**src/rtl/entropy_class_tracker.sv**
```systemverilog
// Registered LOW/MID/CRIT classifier for entropy scores with hysteresis, dwell debounce and sticky alarm.
// Optional peak-score register enabled by defining ENTROPY_PEAK_TRACK_EN.
module entropy_class_tracker #(
  parameter int unsigned DATA_W  = 8,
  parameter int unsigned DWELL_W = 4,
  parameter int unsigned HYST    = 4
) (
  input  logic              clk,
  input  logic              rst,
  input  logic              sample_valid,
  input  logic [DATA_W-1:0] entropy_in,
  input  logic [DATA_W-1:0] thr_mid,
  input  logic [DATA_W-1:0] thr_crit,
  input  logic [DWELL_W-1:0] dwell_cfg,
  input  logic              alarm_clr,
  output logic [1:0]        raw_class,
  output logic [1:0]        signal_class,
  output logic              class_chg,
  output logic              crit_alarm,
  output logic [DATA_W-1:0] peak_entropy
);

  typedef enum logic [1:0] {
    S_LOW  = 2'b00,
    S_MID  = 2'b01,
    S_CRIT = 2'b10
  } state_t;

  localparam logic [DATA_W-1:0] HYST_V = DATA_W'(HYST);

  state_t             state_q, state_d;
  state_t             pend_q, pend_d;
  logic [DWELL_W:0]   count_q, count_d;
  logic [1:0]         raw_q, raw_d;
  logic               chg_q, chg_d;
  logic               alarm_q, alarm_d;

  state_t             cand;
  state_t             raw_now;
  logic [DATA_W-1:0]  eff_mid, eff_crit;
  logic [DWELL_W:0]   run;
  logic [DWELL_W:0]   need;

  function automatic logic [DATA_W-1:0] sat0(input logic [DATA_W-1:0] t);
    return (t > HYST_V) ? t - HYST_V : '0;
  endfunction

  always_comb begin
    eff_mid  = (state_q != S_LOW)  ? sat0(thr_mid)  : thr_mid;
    eff_crit = (state_q == S_CRIT) ? sat0(thr_crit) : thr_crit;

    if (entropy_in <= eff_mid)       cand = S_LOW;
    else if (entropy_in <= eff_crit) cand = S_MID;
    else                             cand = S_CRIT;

    if (entropy_in <= thr_mid)       raw_now = S_LOW;
    else if (entropy_in <= thr_crit) raw_now = S_MID;
    else                             raw_now = S_CRIT;

    // A run only extends while the same candidate keeps arriving; anything else restarts at 1.
    run  = (cand == pend_q) ? count_q + (DWELL_W+1)'(1) : (DWELL_W+1)'(1);
    need = {1'b0, dwell_cfg} + (DWELL_W+1)'(1);

    state_d = state_q;
    pend_d  = pend_q;
    count_d = count_q;
    raw_d   = raw_q;
    chg_d   = 1'b0;
    alarm_d = alarm_q & ~alarm_clr;

    if (sample_valid) begin
      raw_d = raw_now;
      if (cand == state_q) begin
        count_d = '0;
      end else if (run >= need) begin
        state_d = cand;
        count_d = '0;
        chg_d   = 1'b1;
        if (cand == S_CRIT) alarm_d = 1'b1;
      end else begin
        pend_d  = cand;
        count_d = run;
      end
    end
  end

  always_ff @(posedge clk or posedge rst) begin
    if (rst) begin
      state_q <= S_LOW;
      pend_q  <= S_LOW;
      count_q <= '0;
      raw_q   <= '0;
      chg_q   <= 1'b0;
      alarm_q <= 1'b0;
    end else begin
      state_q <= state_d;
      pend_q  <= pend_d;
      count_q <= count_d;
      raw_q   <= raw_d;
      chg_q   <= chg_d;
      alarm_q <= alarm_d;
    end
  end

  assign raw_class    = raw_q;
  assign signal_class = state_q;
  assign class_chg    = chg_q;
  assign crit_alarm   = alarm_q;

`ifdef ENTROPY_PEAK_TRACK_EN
  logic [DATA_W-1:0] peak_q, peak_d;

  always_comb begin
    peak_d = peak_q;
    if (alarm_clr)
      peak_d = sample_valid ? entropy_in : '0;
    else if (sample_valid && (entropy_in > peak_q))
      peak_d = entropy_in;
  end

  always_ff @(posedge clk or posedge rst) begin
    if (rst) peak_q <= '0;
    else     peak_q <= peak_d;
  end

  assign peak_entropy = peak_q;
`else
  assign peak_entropy = '0;
`endif

endmodule

```
**config.mk**
```make
export PLATFORM = sky130hd
export DESIGN_NAME = entropy_class_tracker
export DESIGN_NICKNAME = d
export VERILOG_FILES = /design/src/rtl/entropy_class_tracker.sv
export SDC_FILE = /design/constraint.sdc
export NUM_CORES = 1
export LEC_CHECK = 0
export CORE_MARGIN = 2
export CORE_UTILIZATION = 56
export DETAILED_ROUTE_END_ITERATION = 16
export GPL_TIMING_DRIVEN = 0
export PLACE_DENSITY = 0.95
export SLEW_MARGIN = 20
export SYNTH_ARGS = -nofsm -noshare
export SYNTH_HDL_FRONTEND = slang
export SYNTH_SLANG_ARGS = --single-unit
```
**constraint.sdc**
```tcl
create_clock -name clk -period 6.9 [get_ports clk]
set_clock_uncertainty 0.15 [all_clocks]
set_input_delay 1.38 -clock clk [delete_from_list [all_inputs] [get_ports clk]]
set_output_delay 1.38 -clock clk [all_outputs]
set_load 0.01 [all_outputs]
```
# Word-level counts from Yosys, hierarchy flattened
# Cells that the tools add are included.
[op_classes] add_sub_neg=4 order_cmp=7 n_eq_ne=4 muxes=18 n_bitwise=4 n_reduce_logical=3
[op_table] operator="8-bit <= comparator" count=4
[op_table] operator="8-bit two-way mux" count=4
[op_table] operator="8-bit by 3-bit greater-than comparator with 1-bit output, second input constant" count=2
[op_table] operator="8-bit by 3-bit subtractor with 8-bit output, second input constant" count=2
[op_table] operator="5-bit two-way mux" count=3
[op_table] operator="2-bit two-way mux" count=4
[op_table] operator="1-bit two-way mux" count=7
[op_table] operator="3-bit AND reduction" count=2
[op_table] operator="4-bit by 1-bit adder with 5-bit output, second input constant" count=1
[op_table] operator="5-bit by 1-bit adder with 5-bit output, second input constant" count=1
[op_table] operator="5-bit greater-or-equal comparator" count=1
[op_table] operator="2-bit == test" count=2
[op_table] operator="2-bit == test, second input constant" count=2
[op_table] operator="1-bit NOT" count=3
[op_table] operator="2-bit nonzero test" count=1
[op_table] operator="1-bit AND" count=1
[word_totals] ff_bits=13 output_inout_bits=14 elab_cells=46

# Longest topological paths before layout
# Gate-level depths: netlist of run 1.
[logic_depth] word_depth=12 ltp_mapped=24 ltp_nobuf=23

# Worst setup path after synthesis of run 1
# No wires, ideal clock.
[synth_timing] path_type="input to register" start="in thr_crit[3]" end="reg pend_q[0]" setup_ns=0.127 arrival_ns=5.254 t_required_ns=6.623 path_slack_ns=1.369 cell_stages=24 cell_sequence="inv_1 ha_1 a21oi_1 nor3_1 nand2_1 nand2_1 ha_1 nor2b_1 o21ai_1 a21boi_2 o31ai_4 nor4b_1 a221o_1 buf_4 and2_1 ha_1 nand2b_1 a21oi_1 nor2b_1 o21ai_0 a21oi_1 a2111oi_4 nand2_2 mux2_1"
[synth_between] elab_chain_len=11 elab_cells_between_ends=14
[synth_rtl] item="start, declared" line="13" text="input logic [DATA_W-1:0] thr_crit,"
[synth_rtl] item="8-bit by 3-bit subtractor with 8-bit output or 8-bit by 3-bit greater-than comparator with 1-bit output (tied branches)" line="45" text="return (t > HYST_V) ? t - HYST_V : '0;"
[synth_rtl] item="8-bit two-way mux" line="45"
[synth_rtl] item="8-bit two-way mux (*)" line="50" text="eff_crit = (state_q == S_CRIT) ? sat0(thr_crit) : thr_crit;"
[synth_rtl] item="8-bit <= comparator (*)" line="53" text="else if (entropy_in <= eff_crit) cand = S_MID;"
[synth_rtl] item="2-bit two-way mux (*)" line="53"
[synth_rtl] item="2-bit two-way mux (*)" line="52" text="if (entropy_in <= eff_mid) cand = S_LOW;"
[synth_rtl] item="2-bit == test" line="61" text="run = (cand == pend_q) ? count_q + (DWELL_W+1)'(1) : (DWELL_W+1)'(1);"
[synth_rtl] item="5-bit two-way mux" line="61"
[synth_rtl] item="5-bit greater-or-equal comparator" line="75" text="end else if (run >= need) begin"
[synth_rtl] item="1-bit NOT (no line)"
[synth_rtl] item="3-bit AND reduction (no line)"
[synth_rtl] item="end signal, assigned" line="97" text="pend_q <= pend_d;"
[synth_rtl] item="end, declared" line="32" text="state_t pend_q, pend_d;"
# Mark *: on every way between the ends. The rest lies on a longest branch, timed or not.
# A chain may end at the register's enable or synchronous reset.

# Worst setup path in the final report of run 1
[layout_timing] start="in thr_crit[2]" end="reg pend_q[0]"
# The elaborated chain is that of the path after synthesis.

==> flow_summary_export.csv, run 1 <==
group,metric,value,unit
place,place_congestion,0.821,
worst_hold_path,hp-start,"crit_alarm",
timing,rsz0062_at_grt,"no",
yosys,async_flop_share,100,%
timing,setup_viol,0,
yosys,ys_warn_count,0,
place,portBuffers,37,
critical_path,slowest_stage,"clkdlybuf4s50_1",
cts,htree_levels,1,
detailed_routing,wl,4620,um
critical_path,crit_start,"thr_crit[2]",
cts,post_cts_buffers,0,
yosys,synth_top_area_share,26.2,%
critical_path,worstPathArrival,6.45,ns
grt,grt_pass1_wl,7840,um
yosys,synth_top_family_by_area,"adder cells",
job,maxCapViolCount,0,
place,hpwlAfterDp,3820,um
floorplan,rows,21,
worst_hold_path,hp-class,"reg -> reg",
yosys,synth-xor-area-share,2.99,%
cts,cts.root.buffer_cell,"clkbuf_4",
finish,diodes,0,
detailed_routing,via_per_inst,5.56,
power_and_ir_drop,leakagePower,0.00124,uW
grt,grt_usage,23.3,%
yosys,ys_seq_area_share,15.9,%
yosys,synth_edf_count,0,
yosys,synthAdderAreaFrac,26.2,%
yosys,ys_ff_latch,13,
detailed_routing,dr.pass1.iters,4,
critical_path,crit_type,"in -> reg",
cts,clk_pin_slew,0.08,ns
cts,cts_tree,"yes",
timing,finalSetupTns,0,ns
yosys,synthMuxAreaShare,3.23,%
finish,post-route-util,74.2,%
floorplan,ios,46,
critical_path,critPathLaunchType,"input pin",
critical_path,cp-end-kind,"flip-flop",
timing,post-route-min-period,6.43,ns
floorplan,initial_core_util,60.1,%
grt,overflow,0,
grt,antenna_found_initial,0,
finish,finalNetCount,374,
critical_path,crit_required,6.92,ns
yosys,synth_cell_types,50,
timing,fin_crit_sh,93.2,%
cts,ctsHoldBuffers,0,
floorplan,die_y,64.5,um
cts,clock_latency,0.28,ns
critical_path,critical_path.max_fanout,10,
yosys,synth_flop_cell,"dfrtp_1",
finish,area_growth,23.5,%
power_and_ir_drop,design_power_total,484,uW
grt,grt_max_degree,14,
detailed_routing,drtIter0Drc,101,
cts,clk_path_buf_depth,2,
timing,timing.max_slew.rel_slack,64.7,%
yosys,yosysTopAreaCell,"ha_1",
floorplan,core_region_area,3420,um^2
cts,numCtsBuffers,3,
yosys,synth_area,2050,um^2
timing,worst_slew_pin_slew,0.525,ns
timing,timing.final.max_slew_violations,0,
timing,whs,0.375,ns
timing,max_freq,0.155,GHz
yosys,synth_cells,250,
grt,grt_pass1_vias,1868,
yosys,syn_avg_cell_area,8.21,um^2
status,run_status,"finished clean",
critical_path,crit_family,"compound AO/OA/AOI/OAI gates",
cts,post_cts_resized,0,
critical_path,crit_path_max_incr_delay,0.48,ns
yosys,synth-simple-area-share,22.6,%
detailed_routing,drc,0,
floorplan,dieWidth,64.5,um
timing,hold_viol,0,
critical_path,cp_num_buf_inv,3,
yosys,synth_compound_gate_area_share,20.5,%
floorplan,dieArea,4160,um^2
finish,finalNonFillerCells,344,
detailed_routing,via_count,1914,
finish,drive_above_1_share,10.1,%
power_and_ir_drop,powerDensity,191,nW/um^2
power_and_ir_drop,irDropWorstVdd,0.200,mV
detailed_routing,wl_per_cell,13.4,um
critical_path,timing.rr.start,"signal_class[0]",
detailed_routing,ant_nets,0,
cts,cts.sinks,13,
place,dp.cells,340,
yosys,synth_area_leaders,"ha_1 26%, dfrtp_1 16%, inv_1 4.9%",
-- placed cells by master, fill, tap and decap left out, drive strengths merged, types with 2 or more instances in the layout --
| cell type | netlist | layout |
|---|---|---|
| a21o | 4 | 4 |
| o211ai | 5 | 5 |
| nand3 | 6 | 6 |
| and2 | 8 | 8 |
| o21ai | 11 | 11 |
| nor2b | 9 | 9 |
| nand2 | 18 | 18 |
| nor3 | 8 | 8 |
| xnor2 | 6 | 6 |
| dfrtp | 13 | 13 |
| a211oi | 2 | 2 |
| conb | 1 | 8 |
| clkdlybuf4s50 | 0 | 37 |
| and3 | 2 | 2 |
| buf | 10 | 10 |
| a21oi | 18 | 18 |
| nor2 | 20 | 20 |
| clkbuf | 0 | 3 |
| o21a | 3 | 3 |
| nand4 | 8 | 8 |
| mux2 | 5 | 5 |
| nor4 | 2 | 2 |
| inv | 27 | 27 |
| nand2b | 3 | 3 |
| a21boi | 2 | 2 |
| a31oi | 2 | 2 |
| a22o | 2 | 2 |
| ha | 43 | 43 |
| o22ai | 2 | 2 |
-- worst paths after layout --
| path | end | slack, ns | depth (start not counted) |
|---|---|---|---|
| max in group asynchronous | count_q[3] | 5.00 | 2 |
| hold / removal | crit_alarm | 0.38 | 1 |
| setup / recovery | pend_q[0] | 0.47 | 25 |
| hold reg to reg | crit_alarm | 0.38 | 1 |
| setup reg to reg | pend_q[0] | 1.64 | 22 |
| min in group asynchronous | count_q[1] | 1.27 | 2 |
-- flip-flops by register name, indices dropped and copies added, names as in the netlist --
signal	count
class_chg	1
signal_class	2
count_q	5
raw_class	2
crit_alarm	1
pend_q	2
-- metrics by stage --
stage          worst slack [ns]  area, um^2
6_report                  0.466        2530
5_1_grt                  0.0274        2530
2_1_floorplan              1.37        2080
3_3_place_gp              0.398        2510
3_5_place_dp              0.226        2510
4_1_cts                   0.463        2530
-- layout make-up --
cell class / instances / area (um^2)
multi-input combinational: 207 / 1580
fill: 263 / 882
timing repair buffer: 37 / 370
sequential: 13 / 325
inverter: 27 / 101
buffer: 10 / 72.6
tap: 46 / 57.6
clock buffer: 3 / 22.5
clock inverter: 1 / 5.00
-- metal layers --
layer | share of wire [%] | track usage, %
met5 | 0 | 0
met4 | 0.91 | 5.59
met3 | 4.1 | 2.43
met2 | 51 | 44.4
met1 | 44 | 27.8
-- cell usage after synthesis, types with 3 or more instances --
master    number
ha_1          43
inv_1         27
nor2_1        20
a21oi_1       17
nand2_1       17
dfrtp_1       13
buf_4          9
and2_1         7
nand4_1        7
nor2b_1        7
nor3_1         7
nand3_1        6
xnor2_1        6
o21ai_0        5
o21ai_1        5
a21o_1         4
mux2_1         4
o211ai_1       4
nand2b_1       3
o21a_1         3
-- logic make-up (layout without fill, tap and decap cells) --
kind of cell / Yosys count / in the layout
adder cells (fa/ha/maj): 43 / 43
AO/OA/AOI/OAI: 56 / 56
flip-flops: 13 / 13
other: 1 / 8
XOR/XNOR: 7 / 7
multiplexers: 6 / 6
AND/OR/NAND/NOR: 87 / 87
buffers and inverters: 37 / 78
-- report_power, final --
group	switching, uW	total [uW]	internal (uW)
sequential	21.5	117	95.0
clock	26.8	48.4	21.5
combinational	166	319	153
(Power assumes the default switching activity.)
==> run 2: changes to the inputs <==
--- a/config.mk
+++ b/config.mk
@@ -8,7 +8,6 @@
 export CORE_MARGIN = 2
 export CORE_UTILIZATION = 56
 export DETAILED_ROUTE_END_ITERATION = 16
-export GPL_TIMING_DRIVEN = 0
 export PLACE_DENSITY = 0.95
 export SLEW_MARGIN = 20
 export SYNTH_ARGS = -nofsm -noshare
==> constraint.sdc (replaced) <==
create_clock -name clk -period 6.9 [get_ports clk]
set_clock_uncertainty 0.15 [all_clocks]
set_input_delay 2.07 -clock clk [delete_from_list [all_inputs] [get_ports clk]]
set_output_delay 2.07 -clock clk [all_outputs]
set_load 0.01 [all_outputs]
==> flow_summary_export.csv, run 2 (synthesized netlist as in run 1, its figures left out) <==
group,metric,value,unit
status,run_status,"finished clean",
finish,diodes,0,
timing,post-route-min-period,6.53,ns
floorplan,dieWidth,64.5,um
place,dp_slack,-0.0259,ns
finish,finalInstanceArea,2490,um^2
critical_path,r2r_slack,2.00,ns
cts,htree_levels,1,
finish,final_cell_mix,"43 x ha_1, 37 x clkdlybuf4s50_1, 27 x inv_1, 20 x nor2_1",
critical_path,crit_top_cell,"ha_1",
critical_path,critPathLaunchType,"input pin",
floorplan,core_region_area,3420,um^2
grt,grt_max_degree,14,
timing,setup_viol,0,
floorplan,rows,21,
grt,grt_pass1_vias,1794,
power_and_ir_drop,irDropWorstVdd,0.166,mV
grt,grt_usage,23.0,%
timing,timing.max_slew.rel_slack,63.3,%
finish,multiInputGateArea,1580,um^2
cts,post_cts_buffers,0,
timing,worst_slew_pin_slew,0.546,ns
cts,clock_latency,0.28,ns
detailed_routing,drc,0,
detailed_routing,wl,4540,um
grt,grt_pass1_wl,7650,um
finish,finalNetCount,367,
detailed_routing,wl_per_cell,13.5,um
finish,largest_register_ffs,5,
place,hpwlAfterDp,3900,um
critical_path,crit_family,"compound AO/OA/AOI/OAI gates",
floorplan,ios,46,
critical_path,critical_path.cell_chain,"clkdlybuf4s50_1, inv_1, ha_1, a31oi_1, nor2_1, nand2_1, nand2_1, ha_1, nor2b_2, o211ai_2, a21oi_2, o22ai_4, nor2b_4, a221o_1, and2_1, ha_1, nand2b_1, a21oi_1, nor2b_1, o21ai_0, a21oi_1, a2111oi_4, nand2_2, mux2_1",
finish,final_common_cell,"ha_1",
timing,hold_viol,0,
worst_hold_path,hp-class,"reg -> reg",
timing,max_freq,0.153,GHz
place,portBuffers,37,
cts,numCtsBuffers,3,
floorplan,dieArea,4160,um^2
power_and_ir_drop,powerDensity,198,nW/um^2
cts,cts.root.buffer_cell,"clkbuf_4",
critical_path,cp_num_buf_inv,2,
critical_path,slowest_stage,"clkdlybuf4s50_1",
timing,fin_crit_sh,94.6,%
cts,clk_pin_slew,0.08,ns
grt,antenna_found_initial,0,
cts,cts.sinks,13,
floorplan,initial_core_util,60.1,%
finish,drive_above_1_share,8.25,%
timing,setup_ws,0.370,ns
place,dpl_cell_area,2460,um^2
critical_path,critical_path.max_fanout,8,
finish,fillCellCount,277,
floorplan,die_y,64.5,um
timing,rsz0062_at_grt,"no",
detailed_routing,ant_nets,0,
critical_path,cp-end-kind,"flip-flop",
timing,whs,0.369,ns
finish,regMostFlops,"count_q",
detailed_routing,drtIter0Drc,120,
critical_path,crit_required,6.92,ns
job,maxCapViolCount,0,
critical_path,worstPathArrival,6.55,ns
timing,timing.final.max_slew_violations,0,
grt,overflow,0,
place,place_congestion,0.896,
cts,ctsHoldBuffers,0,
finish,area_growth,21.3,%
critical_path,crit_type,"in -> reg",
power_and_ir_drop,leakagePower,0.00121,uW
cts,clk_path_buf_depth,2,
detailed_routing,dr.pass1.iters,5,
cts,cts_tree,"yes",
finish,register_area,325,um^2
detailed_routing,via_count,1909,
critical_path,crit_path_max_incr_delay,0.55,ns
detailed_routing,via_per_inst,5.66,
finish,post-route-util,72.9,%
## run 2: changes by cell type in the layout (fill, tap and decap cells not counted), sizes merged
cell  change
buf       -7
## run 2: per-stage QoR
step / total power [uW] / std cells / setup TNS (ns)
detailed placement: 442 / 333 / -0.0974
floorplan: 340 / 257 / 0
finish: 492 / 337 / 0
global placement: 431 / 333 / 0
global route: 533 / 337 / 0
CTS: 493 / 337 / 0
## run 2: final cells by class
cell class | instances | area share (%)
Multi-Input combinational cell | 207 | 63.7
Timing Repair Buffer | 40 | 15.8
Sequential cell | 13 | 13.1
Inverter | 27 | 4.07
Tap cell | 46 | 2.31
Clock buffer | 3 | 0.905
Clock inverter | 1 | 0.201
## run 2: report_power, final
group	switching [uW]	internal, uW	total [uW]
logic	166	160	326
registers	22.5	95.0	118
clock network	26.8	21.6	48.3
total	215	277	492
## run 2: layer usage
metal  wire length, um  GRT usage [%]  share of wire, %  vias to the layer above
li1                  -              -                 -                      966
met1              2010           29.9                44                      867
met2              2260           40.9                50                       68
met3               214           1.74               4.7                        8
met4                56           6.12               1.2                        0
met5                 0              0                 0                        -
## run 2: timing repair
item / in CTS / in global routing
resized for setup: 0 / 1
endpoints found under the hold margin: 0 / 0
endpoints found under the setup margin: 0 / 8
## run 2: path summary, 6_finish.rpt
| path | startpoint | endpoint | cells past startpoint |
|---|---|---|---|
| max | thr_mid[2] | pend_q[0] | 24 |
| min | raw_class[0] | raw_class[0] | 1 |
| max reg2reg | signal_class[0] | pend_q[0] | 21 |
| min reg2reg | raw_class[0] | raw_class[0] | 1 |
| max in group asynchronous | rst | count_q[0] | 2 |
| min in group asynchronous | rst | signal_class[0] | 2 |
==> run 3: changes to the inputs <==
--- a/config.mk
+++ b/config.mk
@@ -7,7 +7,9 @@
 export LEC_CHECK = 0
 export CORE_MARGIN = 2
 export CORE_UTILIZATION = 56
+export CTS_CLUSTER_DIAMETER = 150
 export DETAILED_ROUTE_END_ITERATION = 16
+export GPL_ROUTABILITY_DRIVEN = 0
 export PLACE_DENSITY = 0.95
 export SLEW_MARGIN = 20
 export SYNTH_ARGS = -nofsm -noshare
==> flow_summary_export.csv, run 3 (synthesized netlist as in run 1, its figures left out) <==
group,metric,value,unit
status,run_status,"finished clean",
timing,post-route-min-period,6.60,ns
grt,grt_usage,24.7,%
critical_path,worstPathArrival,6.68,ns
cts,clock_latency,0.29,ns
grt,grt_max_degree,14,
cts,cts.sinks,13,
finish,diodes,0,
critical_path,critical_path.max_fanout,7,
cts,clk_path_buf_depth,2,
cts,htree_levels,1,
cts,cts_tree,"yes",
critical_path,crit_type,"in -> reg",
finish,regMostFlops,"count_q",
finish,largest_register_ffs,5,
critical_path,cp-end-kind,"flip-flop",
floorplan,die_y,64.5,um
finish,drive_above_1_share,9.52,%
detailed_routing,dr.pass1.iters,4,
place,portBuffers,37,
critical_path,r2r.worst_path.cells,22,
place,hpwlAfterDp,4060,um
worst_hold_path,hp-class,"reg -> reg",
finish,area_growth,22.8,%
critical_path,crit_required,6.99,ns
timing,hold_viol,0,
detailed_routing,drtIter0Drc,87,
floorplan,ios,46,
detailed_routing,ant_nets,0,
timing,timing.final.max_slew_violations,0,
detailed_routing,drc,0,
finish,final_cell_mix,"43 x ha_1, 36 x clkdlybuf4s50_1, 27 x inv_1, 20 x nor2_1",
cts,ctsHoldBuffers,0,
timing,max_freq,0.152,GHz
cts,cts.root.buffer_cell,"clkbuf_4",
detailed_routing,wl_per_cell,14.6,um
detailed_routing,wl,4970,um
grt,grt_pass1_wl,8180,um
place,dpl_cell_area,2450,um^2
grt,overflow,0,
power_and_ir_drop,powerDensity,200,nW/um^2
finish,final_common_cell,"ha_1",
cts,clk_pin_slew,0.09,ns
floorplan,initial_core_util,60.1,%
finish,finalInstanceArea,2520,um^2
place,dp_slack,-0.0698,ns
finish,fillCellCount,279,
timing,setup_ws,0.302,ns
grt,antenna_found_initial,0,
floorplan,dieWidth,64.5,um
grt,grt_pass1_vias,1936,
critical_path,critPathLaunchType,"input pin",
detailed_routing,via_count,1926,
worst_hold_path,whs_path_depth,1,
timing,setup_viol,0,
floorplan,core_region_area,3420,um^2
timing,worst_slew_pin_slew,0.536,ns
job,maxCapViolCount,0,
finish,finalNetCount,370,
timing,fin_crit_sh,95.6,%
timing,timing.max_slew.rel_slack,63.9,%
floorplan,rows,21,
cts,numCtsBuffers,3,
detailed_routing,via_per_inst,5.66,
power_and_ir_drop,irDropWorstVdd,0.150,mV
finish,post-route-util,73.8,%
power_and_ir_drop,leakagePower,0.00123,uW
floorplan,dieArea,4160,um^2
run 3: layout make-up:
type | instances | area, um^2 | share of cell area, %
multi-input cells | 207 | 1590 | 63.1
repair buffers | 43 | 418 | 16.6
flip-flops and latches | 13 | 325 | 12.9
inverters | 27 | 101 | 4.02
well taps | 46 | 57.6 | 2.28
clock buffers | 3 | 22.5 | 0.894
clock inverters | 1 | 5.00 | 0.199
run 3: final timing paths:
path / to / slack (ns) / from
min reg2reg: crit_alarm / 0.37 / crit_alarm
min in group asynchronous: count_q[4] / 1.94 / rst
max: count_q[0] / 0.30 / thr_mid[2]
max reg2reg: count_q[0] / 1.92 / signal_class[0]
max in group asynchronous: pend_q[0] / 4.32 / rst
min: crit_alarm / 0.37 / crit_alarm
run 3: routing by layer:
layer | vias to the layer above | track usage, % | wire length (um)
met5 | - | 0 | 0
met4 | 0 | 10.1 | 144
met3 | 17 | 1.04 | 250
met2 | 59 | 46.2 | 2520
met1 | 889 | 29.5 | 2060
li1 | 961 | - | -
run 3: repair_timing:
action	in CTS	in global routing
gates resized for setup	0	3
setup buffers	0	4
endpoints found under the setup margin	0	9
run 3: power breakdown:
part	switching [uW]	total, uW	internal [uW]
Sequential	25.7	121	95.0
Clock	28.5	50.1	21.6
Combinational	173	334	161
run 3: critical path: stages:
cell             delay (ns)
clkdlybuf4s50_1        0.56
inv_1                  0.10
ha_1                   0.26
a31oi_2                0.17
nor2_1                 0.07
nand2_1                0.14
nand2_1                0.08
ha_1                   0.28
nor2b_2                0.16
o211ai_2               0.16
a21oi_2                0.10
o22ai_4                0.25
nor2b_4                0.08
a221o_1                0.35
and2_1                 0.18
ha_1                   0.28
nand2b_1               0.14
a21oi_1                0.14
nor2b_1                0.06
o21ai_0                0.16
a21oi_1                0.15
a2111oi_4              0.25
buf_4                  0.21
a21boi_2               0.15
mux2_2                 0.14
run 3: stage by stage:
stage	hold WS (ns)	std cells	total power, uW	setup TNS, ns
4_1_cts	0.378	336	494	0
3_3_place_gp	0.349	332	425	0
2_1_floorplan	0.352	257	340	0
3_5_place_dp	0.349	332	442	-0.292
6_report	0.373	340	505	0
5_1_grt	0.386	340	549	-0.0157
